## src/rtl/complex_accum_n.sv

```systemverilog
// Complex sample accumulator: sums N_TERMS signed Re/Im beats per frame.
// Each result is converted to the output format with optional saturation.
module complex_accum_n #(
  parameter int QI       = 3,
  parameter int QF       = 3,
  parameter int N_TERMS  = 3,
  parameter int OUT_QI   = QI + 1,
  parameter int SATURATE = 0
) (
  input  logic                     clk,
  input  logic                     rst_n,
  input  logic                     clear,
  input  logic                     in_valid,
  output logic                     in_ready,
  input  logic signed [QI+QF:0]    in_Re,
  input  logic signed [QI+QF:0]    in_Im,
  output logic                     out_valid,
  input  logic                     out_ready,
  output logic signed [OUT_QI+QF:0] out_Re,
  output logic signed [OUT_QI+QF:0] out_Im,
  output logic                     overflow
);

  localparam int IW = QI + QF + 1;
  localparam int OW = OUT_QI + QF + 1;
  localparam int CW = $clog2(N_TERMS);
  localparam int AW = IW + CW;
  localparam int EW = (AW > OW) ? AW : OW;
  localparam logic [CW-1:0] LAST = CW'(N_TERMS - 1);

  typedef enum logic {
    IDLE,
    ACCUM
  } state_e;

  state_e               state_q;
  logic [CW-1:0]        cnt_q;
  logic signed [AW-1:0] acc_re_q;
  logic signed [AW-1:0] acc_im_q;
  logic signed [AW-1:0] acc_re_d;
  logic signed [AW-1:0] acc_im_d;
  logic                 out_valid_q;
  logic [OW-1:0]        out_re_q;
  logic [OW-1:0]        out_im_q;
  logic                 ovf_q;

  logic                 beat;
  logic                 last;
  logic                 ovf_re;
  logic                 ovf_im;
  logic [OW-1:0]        res_re;
  logic [OW-1:0]        res_im;

  // Overflow when the bits above the output sign bit are not a pure sign run.
  function automatic logic [OW:0] conv(input logic signed [AW-1:0] s);
    logic signed [EW-1:0] e;
    logic [EW-OW:0]       top;
    logic                 o;
    logic [OW-1:0]        v;
    e   = EW'(s);
    top = e[EW-1:OW-1];
    o   = !((&top) || !(|top));
    v   = e[OW-1:0];
    if (SATURATE != 0 && o) begin
      v = e[EW-1] ? {1'b1, {(OW-1){1'b0}}}
                  : {1'b0, {(OW-1){1'b1}}};
    end
    return {o, v};
  endfunction

  assign in_ready = !(out_valid_q && !out_ready);
  assign beat     = in_valid && in_ready && !clear;
  assign last     = beat && (cnt_q == LAST);

  always_comb begin
    acc_re_d = AW'(in_Re);
    acc_im_d = AW'(in_Im);
    if (state_q == ACCUM) begin
      acc_re_d = acc_re_q + AW'(in_Re);
      acc_im_d = acc_im_q + AW'(in_Im);
    end
  end

  assign {ovf_re, res_re} = conv(acc_re_d);
  assign {ovf_im, res_im} = conv(acc_im_d);

  always_ff @(posedge clk or negedge rst_n) begin
    if (!rst_n) begin
      state_q     <= IDLE;
      cnt_q       <= '0;
      acc_re_q    <= '0;
      acc_im_q    <= '0;
      out_valid_q <= 1'b0;
      out_re_q    <= '0;
      out_im_q    <= '0;
      ovf_q       <= 1'b0;
    end else begin
      if (clear) begin
        state_q  <= IDLE;
        cnt_q    <= '0;
        acc_re_q <= '0;
        acc_im_q <= '0;
      end else if (beat) begin
        acc_re_q <= acc_re_d;
        acc_im_q <= acc_im_d;
        if (last) begin
          state_q <= IDLE;
          cnt_q   <= '0;
        end else begin
          state_q <= ACCUM;
          cnt_q   <= cnt_q + CW'(1);
        end
      end
      if (last) begin
        out_valid_q <= 1'b1;
        out_re_q    <= res_re;
        out_im_q    <= res_im;
        ovf_q       <= ovf_re || ovf_im;
      end else if (out_valid_q && out_ready) begin
        out_valid_q <= 1'b0;
      end
    end
  end

  assign out_valid = out_valid_q;
  assign out_Re    = out_re_q;
  assign out_Im    = out_im_q;
  assign overflow  = ovf_q;

endmodule

```

## config.mk

```make
export PLATFORM = sky130hd
export DESIGN_NAME = complex_accum_n
export DESIGN_NICKNAME = d
export VERILOG_FILES = /design/src/rtl/complex_accum_n.sv
export SDC_FILE = /design/constraint.sdc
export NUM_CORES = 1
export LEC_CHECK = 0
export ABC_CLOCK_PERIOD_IN_PS = 2600
export CAP_MARGIN = 10
export CORE_MARGIN = 1.5
export CORE_UTILIZATION = 53
export DETAILED_ROUTE_END_ITERATION = 7
export GPL_TIMING_DRIVEN = 0
export PLACE_DENSITY = 0.81
export RECOVER_POWER = 50
export SKIP_LAST_GASP = 1
export SLEW_MARGIN = 20
export SYNTH_ARGS = -nofsm -noshare
export SYNTH_HDL_FRONTEND = slang
export SYNTH_SLANG_ARGS = --single-unit
```

## constraint.sdc

```tcl
create_clock -name clk -period 2.6 [get_ports clk]
set_clock_uncertainty 0.05 [all_clocks]
set_input_delay 0.65 -clock clk [delete_from_list [all_inputs] [get_ports clk]]
set_output_delay 0.65 -clock clk [all_outputs]
set_load 0.005 [all_outputs]
```

* Yosys cells after proc, flatten, opt, wreduce, memory -nomap -nowiden
Cells that the tools add are included.
** Word-level totals
- Logic and storage cells :: 47
- Output and inout bits :: 19
- Input port bits :: 19
- Register bits :: 39
** Cells by class
- Reduce and logical (&&, ||, !) cells :: 21
- $add $sub $neg :: 3
- Equality and inequality tests :: 1
- Multiplexer cells :: 14
** Operators by type and width (number)
- $mux W9 :: 6
- $add A9 B7 Y9 :: 2
- $logic_not A1 Y1 :: 7
- $mux W2 :: 3
- $logic_and A1 B1 Y1 :: 5
- $mux W1 :: 5
- $reduce_and A2 Y1 :: 2
- $reduce_bool A2 Y1 :: 2
- $reduce_or A2 Y1 :: 2
- $logic_or A1 B1 Y1 :: 3
- $add A2 B1 Y2 const B :: 1
- $eq A2 B2 Y1 const B :: 1

* Longest topological paths before layout
Gate-level depths: netlist (run 1).
- Depth after elaboration :: 9
- Depth in mapped cells :: 10
- Mapped depth without buffers :: 10

* Least setup slack after synthesis (run 1)
OpenSTA, ideal clock, no wires.
- Path kind :: input-to-reg
- From :: in in_Re[0]
- To :: reg ovf_q (netlist: overflow)
- Path buffers :: 0
- Stages :: 10
- Required time :: 2422 ps
- Setup time :: 128 ps
- Slack :: 276 ps
- Arrival time :: 2147 ps
- Cell sequence :: ha_1 > inv_1 > fa_1 > nor2b_4 > o21ai_2 > o211ai_2 > o41a_1 > xnor2_2 > xor2_1 > a31oi_1
** On the way
- Cells in the longest elaborated chain, start to end :: 7
- Elaborated cells between the ends (all ways) :: 8
- Classes of those cells :: add/sub (1); mux (1); reduce/logical (6)
** RTL lines
- start, declared :: line 15 : input logic signed [QI+QF:0] in_Re,
- $add A9 B7 Y9 * :: line 79 : acc_re_d = acc_re_q + AW'(in_Re);
- $mux W9 * :: line 78 : if (state_q == ACCUM) begin
- $reduce_or A2 Y1 :: line 62 : o = !((&top) || !(|top));
- $logic_not A1 Y1 :: line 62
- $logic_or A1 B1 Y1 * :: line 62
- $logic_not A1 Y1 * :: line 62
- $logic_or A1 B1 Y1 * :: line 118 : ovf_q <= ovf_re || ovf_im;
- end signal, assigned :: line 118
- end, declared :: line 45 : logic ovf_q;
Every way passes the cells marked *; elsewhere a longest branch is shown, timed or not.
A chain may end at the register's enable or synchronous reset.

* Worst setup path after layout (run 1)
- From :: in in_Im[1]
- To :: reg acc_im_q[8]
** On the way
- Cells in the longest elaborated chain, start to end :: 4
** RTL lines
- start, declared :: line 16 : input logic signed [QI+QF:0] in_Im,
- $add A9 B7 Y9 :: line 80 : acc_im_d = acc_im_q + AW'(in_Im);
- $mux W9 :: line 78
- $mux W9 :: line 103 : end else if (beat) begin
- $mux W9 :: line 98 : if (clear) begin
- end signal, assigned :: line 105 : acc_im_q <= acc_im_d;
- end, declared :: line 39 : logic signed [AW-1:0] acc_im_q;
No other way between the ends. The select of a mux whose other input is x is not followed.

==> results of run 1 <==
[cell families after synthesis]
group	Yosys count	synth area share, %
AOI/OAI and AO/OA	71	18.12
buffers and inverters	19	3.188
DFF	39	41.45
adders and majority gates	18	10.20
and+or+nand+nor	70	14.77
muxes	13	5.632
xor gates and xnor gates	17	6.642
[synthesized netlist by cell type, types with 2 or more instances]
library cell / number
fa_1: 2
nor2b_1: 4
nand2_1: 41
a31oi_1: 3
clkbuf_1: 10
dfrtp_1: 39
mux2i_1: 11
mux2_2: 2
o21ai_0: 35
a22o_1: 2
a21oi_2: 2
nand3b_1: 2
a21o_1: 2
xor2_1: 3
nand2b_1: 6
o21ai_1: 5
nand3_1: 2
xnor2_1: 13
a21oi_1: 10
ha_1: 16
inv_1: 8
nor2_1: 6
[registers in the layout (all words and copies together) (netlist names)]
name       count
acc_re_q       9
overflow       1
state_q        1
out_Im         8
cnt_q          2
out_valid      1
out_Re         8
acc_im_q       9
[what timing repair did]
action	in CTS	in global routing
gates resized for setup	7	10
setup endpoints to repair	5	7
setup buffers	3	1
pin swaps	10	11
[layout make-up]
class,instances,area share (%)
inverter,8,0.9913
timing repair buffer,42,13.34
buffer,11,1.487
multi-input combinational,189,45.31
sequential,39,32.22
tap,52,2.148
clock inverter,3,2.230
clock buffer,5,2.272
[how the worst max path moves through the flow]
stage | startpoint | depth (start not counted) | to
finish | in_Im[1] | 10 | acc_im_q[8]$_DFFE_PN0P_
CTS | in_Re[1] | 9 | out_Re[7]$_DFFE_PN0P_
detailed placement | in_Im[0] | 11 | overflow$_DFFE_PN0P_
global route | in_Re[0] | 11 | overflow$_DFFE_PN0P_
global placement | in_Im[0] | 11 | overflow$_DFFE_PN0P_
floorplan | in_Re[0] | 10 | overflow$_DFFE_PN0P_
[power by group through the flow]
stage | sequential (mW) | combinational (mW) | clock, mW
2_1_floorplan | 0.793 | 0.318 | 0
3_3_place_gp | 0.793 | 0.588 | 0
3_5_place_dp | 0.793 | 0.610 | 0
4_1_cts | 0.783 | 0.624 | 0.619
5_1_grt | 0.797 | 0.684 | 0.640
6_report | 0.780 | 0.621 | 0.608
[metrics by stage]
step	instance area [µm²]	std cells
2_1_floorplan	2355	247
3_3_place_gp	2790	336
3_5_place_dp	2813	337
4_1_cts	2999	348
5_1_grt	3029	349
6_report	3029	349
[routing by layer]
metal / GRT usage, % / vias to the layer above
li1: - / 956
met1: 27.98 / 958
met2: 36.75 / 48
met3: 4.506 / 9
met4: 8.333 / 0
met5: 0 / -
[worst reg2reg max path: stages, from the launching register on]
cell and delay, ns:
dfrtp_1 0.39, ha_2 0.20, inv_1 0.08, fa_2 0.25
nor2b_4 0.05, o21ai_2 0.15, o211ai_2 0.11, o41a_1 0.43
xnor2_2 0.20, xor2_1 0.17, a31oi_1 0.09
==> impl_metrics.ini, run 1 <==
[timing]
final-max-slew-violation-count = 0
finalSetupViolCount = 0
finalSetupTns_ns = 0
finalHoldViolCount = 0
whs_ns = 0.4239
fin_ws_ns = 0.06145
max_freq_ghz = 0.3939
finalCritPeriodShare_pct = 97.64
fin_crit_ns = 2.539
rsz0062_at_grt = no
worstMarginPinSlew_ns = 1.240
relSlewSlack_pct = 17.33

[finish]
final-seq-area_um2 = 975.9
final_core_util_pct = 70.05
final_common_cell = nand2_1
drive_gt1_share_pct = 11.78
antenna-diode-count = 0
final_cell_mix = nand2_1 (41), dfrtp_1 (39), o21ai_0 (35)
fin_nets = 333
multi_input_area_um2 = 1373
area_growth_pct = 28.64
fill_cells = 356

[worst_hold_path]
min_path_type = primary input to async pin

[placed_design]
port_buffers = 37
gp_congestion = 0.8237
dp.final_hpwl_um = 3699
dp_slack_ns = -0.4241

[drt]
route.detailed.drc = 0
vias = 1971
viasPerCell = 5.648
drt_iter0_markers = 76
met3_length_um = 253
firstDrtPassIters = 4
met2_length_um = 2566
highest_layer = met4
wl_met1_um = 2358
wl_um = 5255
post_drt_wl_per_cell_um = 15.06
ant_nets = 0

[die]
initial_utilization_pct = 54.46
row_count = 24
pin_count = 38
chipHeight_um = 69.66
dieWidth_um = 69.66
core-area_um2 = 4324
die_area_um2 = 4852

[setup_path]
crit_required_ns = 2.72
worstPathArrival_ns = 2.66
rr_startpoint = acc_re_q[0]$_DFFE_PN0P_
start_kind = primary input
path_cells = clkdlybuf4s50_1 > inv_1 > fa_2 > nor2b_1 > o21ai_1 > nand2b_1 > a31oi_4 > o21ai_0 > a211o_1 > nand3_1
critPathMaxStageDelay_ns = 0.51
r2r-end = overflow$_DFFE_PN0P_
cpMaxStageDelayCell = clkdlybuf4s50_1
worstPathMaxFanout = 3
path_buf_inv = 2
crit_family = compound AO/OA/AOI/OAI gates
cp-end-kind = flop
crit_type = primary input to flop
r2r_cells = 10
rrSetupSlack_ns = 0.33

[power_and_ir_drop]
p_per_area_nw_per_um2 = 663.5
leakage_nw = 1.378
switching_share_pct = 28.54
internal_power_mw = 1.436
power.switching_uw = 573.7
power_frac_comb_pct = 30.9
vdd_drop_max_v = 0.0004306
pwr-share-clk_pct = 30.3
p_total_mw = 2.010
pwr-share-seq_pct = 38.8

[clocking]
clockBufferDepth = 2
clkLatencyLatePin_ns = 0.30
cts_tree = done
cts_made_buffers = 5
cts_hold_buf = 0
clkSinkCount = 39
h-tree-depth = 2
clk_pin_slew_ns = 0.08
cts_root_buf = clkbuf_8

[run_status]
outcome = finished, final reports clean

[logic_synthesis]
yosysTopAreaCell = dfrtp_1
synthFlopType = dfrtp_1
syn_inst = 247
synth_seq_cells = 39
synth_area_um2 = 2355
synth-seq-area-share_pct = 41.45
ys_types = 45
async_reset_ff_share_pct = 100.0
yosysWarnings = 0
synth_area_per_cell_um2 = 9.533
synth_fp_nets = 284
synth_edf_count = 0
synthTopCellsByArea = dfrtp_1 (41%), ha_1 (8.5%), o21ai_0 (7.4%)
yosysTopAreaCellShare_pct = 41.45

[global_routing]
grt_usage_pct = 21.90
grt_pass1_vias = 1837
gr-total-overflow = 0
antenna_found_initial = 0
grt_pass1_wl_um = 8397
grt_max_degree = 23

[run]
maxCapViolCount = 0
(Power assumes the default switching activity.)
==> run 2, diff against run 1 <==
--- a/config.mk
+++ b/config.mk
@@ -5,15 +5,14 @@
 export SDC_FILE = /design/constraint.sdc
 export NUM_CORES = 1
 export LEC_CHECK = 0
-export ABC_CLOCK_PERIOD_IN_PS = 2600
+export ABC_CLOCK_PERIOD_IN_PS = 3100
 export CAP_MARGIN = 10
 export CORE_MARGIN = 1.5
-export CORE_UTILIZATION = 53
+export CORE_UTILIZATION = 58
 export DETAILED_ROUTE_END_ITERATION = 7
 export GPL_TIMING_DRIVEN = 0
-export PLACE_DENSITY = 0.81
+export PLACE_DENSITY = 0.88
 export RECOVER_POWER = 50
-export SKIP_LAST_GASP = 1
 export SLEW_MARGIN = 20
 export SYNTH_ARGS = -nofsm -noshare
 export SYNTH_HDL_FRONTEND = slang
==> constraint.sdc (replaced) <==
create_clock -name clk -period 3.1 [get_ports clk]
set_clock_uncertainty 0.05 [all_clocks]
set_input_delay 0.775 -clock clk [delete_from_list [all_inputs] [get_ports clk]]
set_output_delay 0.775 -clock clk [all_outputs]
set_load 0.005 [all_outputs]
==> impl_metrics.ini, run 2 (same netlist as run 1, synthesis figures left out) <==
[timing]
finalHoldViolCount = 0
relSlewSlack_pct = 2.182
whs_ns = 0.4274
finalSetupViolCount = 0
max_freq_ghz = 0.3421
worstMarginPinSlew_ns = 1.467
finalCritPeriodShare_pct = 94.28
rsz0062_at_grt = no
finalSetupTns_ns = 0
fin_crit_ns = 2.923
final-max-slew-violation-count = 0

[clocking]
clockBufferDepth = 2
ctsResizeCount = 0
h-tree-depth = 2
cts_setup_buffers = 0
clkLatencyLatePin_ns = 0.30
cts_tree = done
cts_root_buf = clkbuf_8
cts_made_buffers = 5
clk_pin_slew_ns = 0.08
cts_hold_buf = 0
clkSinkCount = 39

[finish]
area_growth_pct = 22.42
final_common_cell = nand2_1
final_cell_area_um2 = 2883
largestRegisters = acc_im_q x9, acc_re_q x9
antenna-diode-count = 0
fin_nets = 329
final_cell_mix = nand2_1 (41), dfrtp_1 (39), o21ai_0 (35)
drive_gt1_share_pct = 6.826

[power_and_ir_drop]
switching_share_pct = 30.22
p_per_area_nw_per_um2 = 533.5
pwr-share-clk_pct = 24.9
leakage_nw = 1.307
internal_power_mw = 1.073
power.switching_uw = 464.8
pwr-share-seq_pct = 42.6
power_frac_comb_pct = 32.6
vdd_drop_max_v = 0.0003554
p_total_mw = 1.538

[global_routing]
antenna_found_initial = 0
grt_usage_pct = 27.58
grt_pass1_wl_um = 9059
grt_pass1_vias = 2018
gr-total-overflow = 0
grt_max_degree = 28

[setup_path]
cp_common_cell = a31oi_1
crit_required_ns = 3.22
start_kind = primary input
r2r_cells = 10
cpMaxStageDelayCell = clkdlybuf4s50_1
path_cells = clkdlybuf4s50_1 > ha_1 > inv_1 > fa_1 > nor2b_1 > o21ai_1 > nand2b_1 > a31oi_1 > a31oi_1 > xnor2_1 > a31oi_1
worstPathMaxFanout = 3
crit_type = primary input to flop
crit_cells = 11
critPathMaxStageDelay_ns = 0.49
cp-end-kind = flop
worstPathArrival_ns = 3.05
path_buf_inv = 2
crit_family = adder cells

[drt]
route.detailed.drc = 0
drt_iter0_markers = 132
ant_nets = 0
wl_um = 5424
viasPerCell = 5.812
vias = 1982
post_drt_wl_per_cell_um = 15.91
firstDrtPassIters = 4

[placed_design]
gp_congestion = 0.8395
port_buffers = 37
dp.final_hpwl_um = 3863
place_area_um2 = 2800

[die]
chipHeight_um = 66.72
initial_utilization_pct = 62.44
pin_count = 38
die_area_um2 = 4451
dieWidth_um = 66.72
core-area_um2 = 3771
row_count = 22

[worst_hold_path]
worstHoldPathCells = 2
min_path_type = flop to flop

[run_status]
outcome = finished, final reports clean

[run]
maxCapViolCount = 0
-- run 2: cell count changes in the layout (fill, tap and decap cells not counted), sizes merged --
cell / previous run / this run
clkbuf: 18 / 21
dlygate4sd2: 1 / 0
clkinvlp: 1 / 0
buf: 4 / 0
clkdlybuf4s50: 23 / 27
dlymetal6s2s: 3 / 0
bufinv: 2 / 0
-- run 2: layer usage --
layer	wire length [µm]	global-route usage (%)	vias up
met2	2622	46.00	56
li1	-	-	950
met3	304	6.250	8
met4	64	9.184	0
met1	2433	35.38	968
met5	0	0	-
-- run 2: power groups by stage --
stage / Sequential [mW] / Combinational [mW] / Clock (mW)
floorplan: 0.665 / 0.267 / 0
global placement: 0.662 / 0.494 / 0
detailed placement: 0.665 / 0.513 / 0
CTS: 0.657 / 0.520 / 0.388
global route: 0.666 / 0.554 / 0.413
finish: 0.654 / 0.501 / 0.383
-- run 2: path summary, 6_finish.rpt --
| check | start | end | slack [ns] |
|---|---|---|---|
| worst max register to register | acc_im_q[0]$_DFFE_PN0P_ | overflow$_DFFE_PN0P_ | 0.79 |
| worst min register to register | out_Re[1]$_DFFE_PN0P_ | out_Re[1]$_DFFE_PN0P_ | 0.43 |
| max in group asynchronous | rst_n | out_Re[4]$_DFFE_PN0P_ | 0.75 |
| worst max-delay path | in_Im[0] | overflow$_DFFE_PN0P_ | 0.18 |
| worst min-delay path | out_Re[1]$_DFFE_PN0P_ | out_Re[1]$_DFFE_PN0P_ | 0.43 |
| min in group asynchronous | rst_n | acc_re_q[6]$_DFFE_PN0P_ | 0.45 |
-- run 2: final cells by class --
cell class	count	area, µm²
Buffer	11	45.04
Clock buffer	8	100.1
Fill cell	252	888.4
Inverter	8	30.03
Multi-Input combinational cell	189	1304
Sequential cell	39	975.9
Tap cell	48	60.06
Timing Repair Buffer	38	367.9
-- run 2: metrics by stage --
stage	std cells	setup slack, ns	utilization [%]
final	341	0.1772	76.44
after global routing	341	0.01514	76.44
after CTS	341	0.1708	76.91
after detailed placement	333	-0.02499	74.25
after global placement	332	0.02945	73.86
after floorplan	247	0.6505	-
-- run 2: worst reg2reg max path, delay by kind of cell, from the launching register on --
kind,cells,cell delay [ns]
AO/OA/AOI/OAI,4,0.63
adder cells (fa/ha/maj),2,0.62
flip-flops,1,0.36
AND/OR/NAND/NOR,2,0.29
XOR/XNOR,1,0.17
buffers and inverters,1,0.07
==> run 3, diff against run 2 <==
--- a/config.mk
+++ b/config.mk
@@ -7,7 +7,6 @@
 export LEC_CHECK = 0
 export ABC_CLOCK_PERIOD_IN_PS = 3100
 export CAP_MARGIN = 10
-export CORE_MARGIN = 1.5
 export CORE_UTILIZATION = 58
 export DETAILED_ROUTE_END_ITERATION = 7
 export GPL_TIMING_DRIVEN = 0
==> impl_metrics.ini, run 3 (same netlist as run 1, synthesis figures left out) <==
[run_status]
outcome = finished, final reports clean

[setup_path]
worstPathMaxFanout = 2
r2r-end = out_Re[7]$_DFFE_PN0P_
start_kind = primary input
crit_required_ns = 3.23
cpMaxStageDelayCell = clkdlybuf4s50_1
rr_startpoint = acc_re_q[1]$_DFFE_PN0P_
critPathMaxStageDelay_ns = 0.50
crit_family = adder cells
path_cells = clkdlybuf4s50_1 > ha_1 > inv_1 > fa_1 > nor2b_4 > o21ai_2 > o211ai_2 > o41a_1 > xnor2_2 > xor2_1 > a31oi_1
crit_cells = 11
r2r_cells = 8
cp-end-kind = flop
worstPathArrival_ns = 2.96
path_buf_inv = 2
crit_type = primary input to flop
rrSetupSlack_ns = 0.83

[global_routing]
antenna_found_initial = 0
grt_max_degree = 28
gr-total-overflow = 0
grt_pass1_wl_um = 8880
grt_usage_pct = 27.61
grt_pass1_vias = 1930

[die]
initial_utilization_pct = 62.44
chipHeight_um = 65.72
pin_count = 38
dieWidth_um = 65.72
core-area_um2 = 3771
die_area_um2 = 4318
row_count = 22

[power_and_ir_drop]
pwr-share-clk_pct = 23.2
p_per_area_nw_per_um2 = 524.3
vdd_drop_max_v = 0.0003847
switching_share_pct = 30.55
pwr-share-seq_pct = 43.7
power_frac_comb_pct = 33.2
internal_power_mw = 1.045
power.switching_uw = 459.6
leakage_nw = 1.303

[worst_hold_path]
min_path_type = primary input to async pin

[timing]
final-max-slew-violation-count = 0
finalHoldViolCount = 0
finalCritPeriodShare_pct = 91.38
rsz0062_at_grt = no
relSlewSlack_pct = 2.630
worstMarginPinSlew_ns = 1.461
fin_crit_ns = 2.833
finalSetupViolCount = 0
whs_ns = 0.4293
max_freq_ghz = 0.3530

[clocking]
clkSinkCount = 39
clkLatencyLatePin_ns = 0.29
clk_pin_slew_ns = 0.07
h-tree-depth = 2
ctsResizeCount = 0
cts_tree = done
cts_made_buffers = 5
cts_root_buf = clkbuf_8
cts_setup_buffers = 0
cts_hold_buf = 0
clockBufferDepth = 2

[placed_design]
dp_cells = 333
port_buffers = 37
gp_congestion = 0.8346
dp.final_hpwl_um = 3923

[finish]
largestRegisters = acc_im_q x9, acc_re_q x9
area_growth_pct = 21.89
final_common_cell = nand2_1
antenna-diode-count = 0
layout.cells.non_filler = 340
drive_gt1_share_pct = 6.849
fin_nets = 329
final_cell_mix = nand2_1 (41), dfrtp_1 (39), o21ai_0 (35)

[drt]
ant_nets = 0
wl_um = 5395
post_drt_wl_per_cell_um = 15.87
drt_iter0_markers = 130
firstDrtPassIters = 4
route.detailed.drc = 0
vias = 1968
viasPerCell = 5.788

[run]
maxCapViolCount = 0
## run 3: cell types whose count changed in the layout (fill, tap and decap cells not counted)
cell / previous run / this run
clkinv_2: 0 / 1
clkbuf_8: 7 / 6
clkbuf_1: 13 / 12
## run 3: how the worst max path moves through the flow
| stage | start | end | slack (ns) |
|---|---|---|---|
| 2_1_floorplan | in_Re[0] | overflow$_DFFE_PN0P_ | 0.65 |
| 3_3_place_gp | in_Re[0] | overflow$_DFFE_PN0P_ | 0.03 |
| 3_5_place_dp | in_Re[0] | overflow$_DFFE_PN0P_ | -0.03 |
| 4_1_cts | in_Re[1] | out_Re[7]$_DFFE_PN0P_ | 0.27 |
| 5_1_grt | in_Im[0] | acc_im_q[8]$_DFFE_PN0P_ | 0.15 |
| 6_report | in_Re[0] | overflow$_DFFE_PN0P_ | 0.27 |
## run 3: worst reg2reg max path, delay by kind of cell (launching register included)
| kind | cells | cell delay [ns] |
|---|---|---|
| AOI/OAI and AO/OA | 3 | 0.65 |
| DFF | 1 | 0.41 |
| and+or+nand+nor | 3 | 0.48 |
| adders and majority gates | 1 | 0.30 |
| muxes | 1 | 0.27 |
## run 3: power groups by stage
stage          Sequential [mW]  Clock (mW)  Combinational [mW]
3_5_place_dp             0.667           0               0.513
5_1_grt                  0.668       0.377               0.552
2_1_floorplan            0.665           0               0.267
4_1_cts                  0.658       0.352               0.520
6_report                 0.657       0.349               0.499
3_3_place_gp             0.662           0               0.494
## run 3: cell type report
type / count / area, µm²
Fill cell: 269 / 900.9
Inverter: 8 / 30.03
Sequential cell: 39 / 975.9
Tap cell: 48 / 60.06
Clock inverter: 1 / 5.005
Clock buffer: 6 / 82.58
Buffer: 11 / 45.04
Multi-Input combinational cell: 189 / 1304
Timing Repair Buffer: 38 / 367.9
## run 3: through the flow
step / total power [mW] / setup TNS, ns / setup WS [ns] / utilization, % / instance area, µm²
CTS: 1.530 / 0 / 0.2718 / 76.58 / 2888
global placement: 1.157 / 0 / 0.02824 / 73.86 / 2785
detailed placement: 1.180 / -0.03656 / -0.02611 / 74.25 / 2800
finish: 1.505 / 0 / 0.2672 / 76.11 / 2870
global route: 1.597 / 0 / 0.1505 / 76.11 / 2870
floorplan: 0.9315 / 0 / 0.6505 / - / 2355
## run 3: per-layer routing
layer | up-vias | track usage [%] | routed length, µm
met3 | 7 | 5.903 | 236
met5 | - | 0 | 0
li1 | 955 | - | -
met4 | 0 | 8.424 | 65
met2 | 46 | 44.77 | 2597
met1 | 960 | 36.82 | 2495
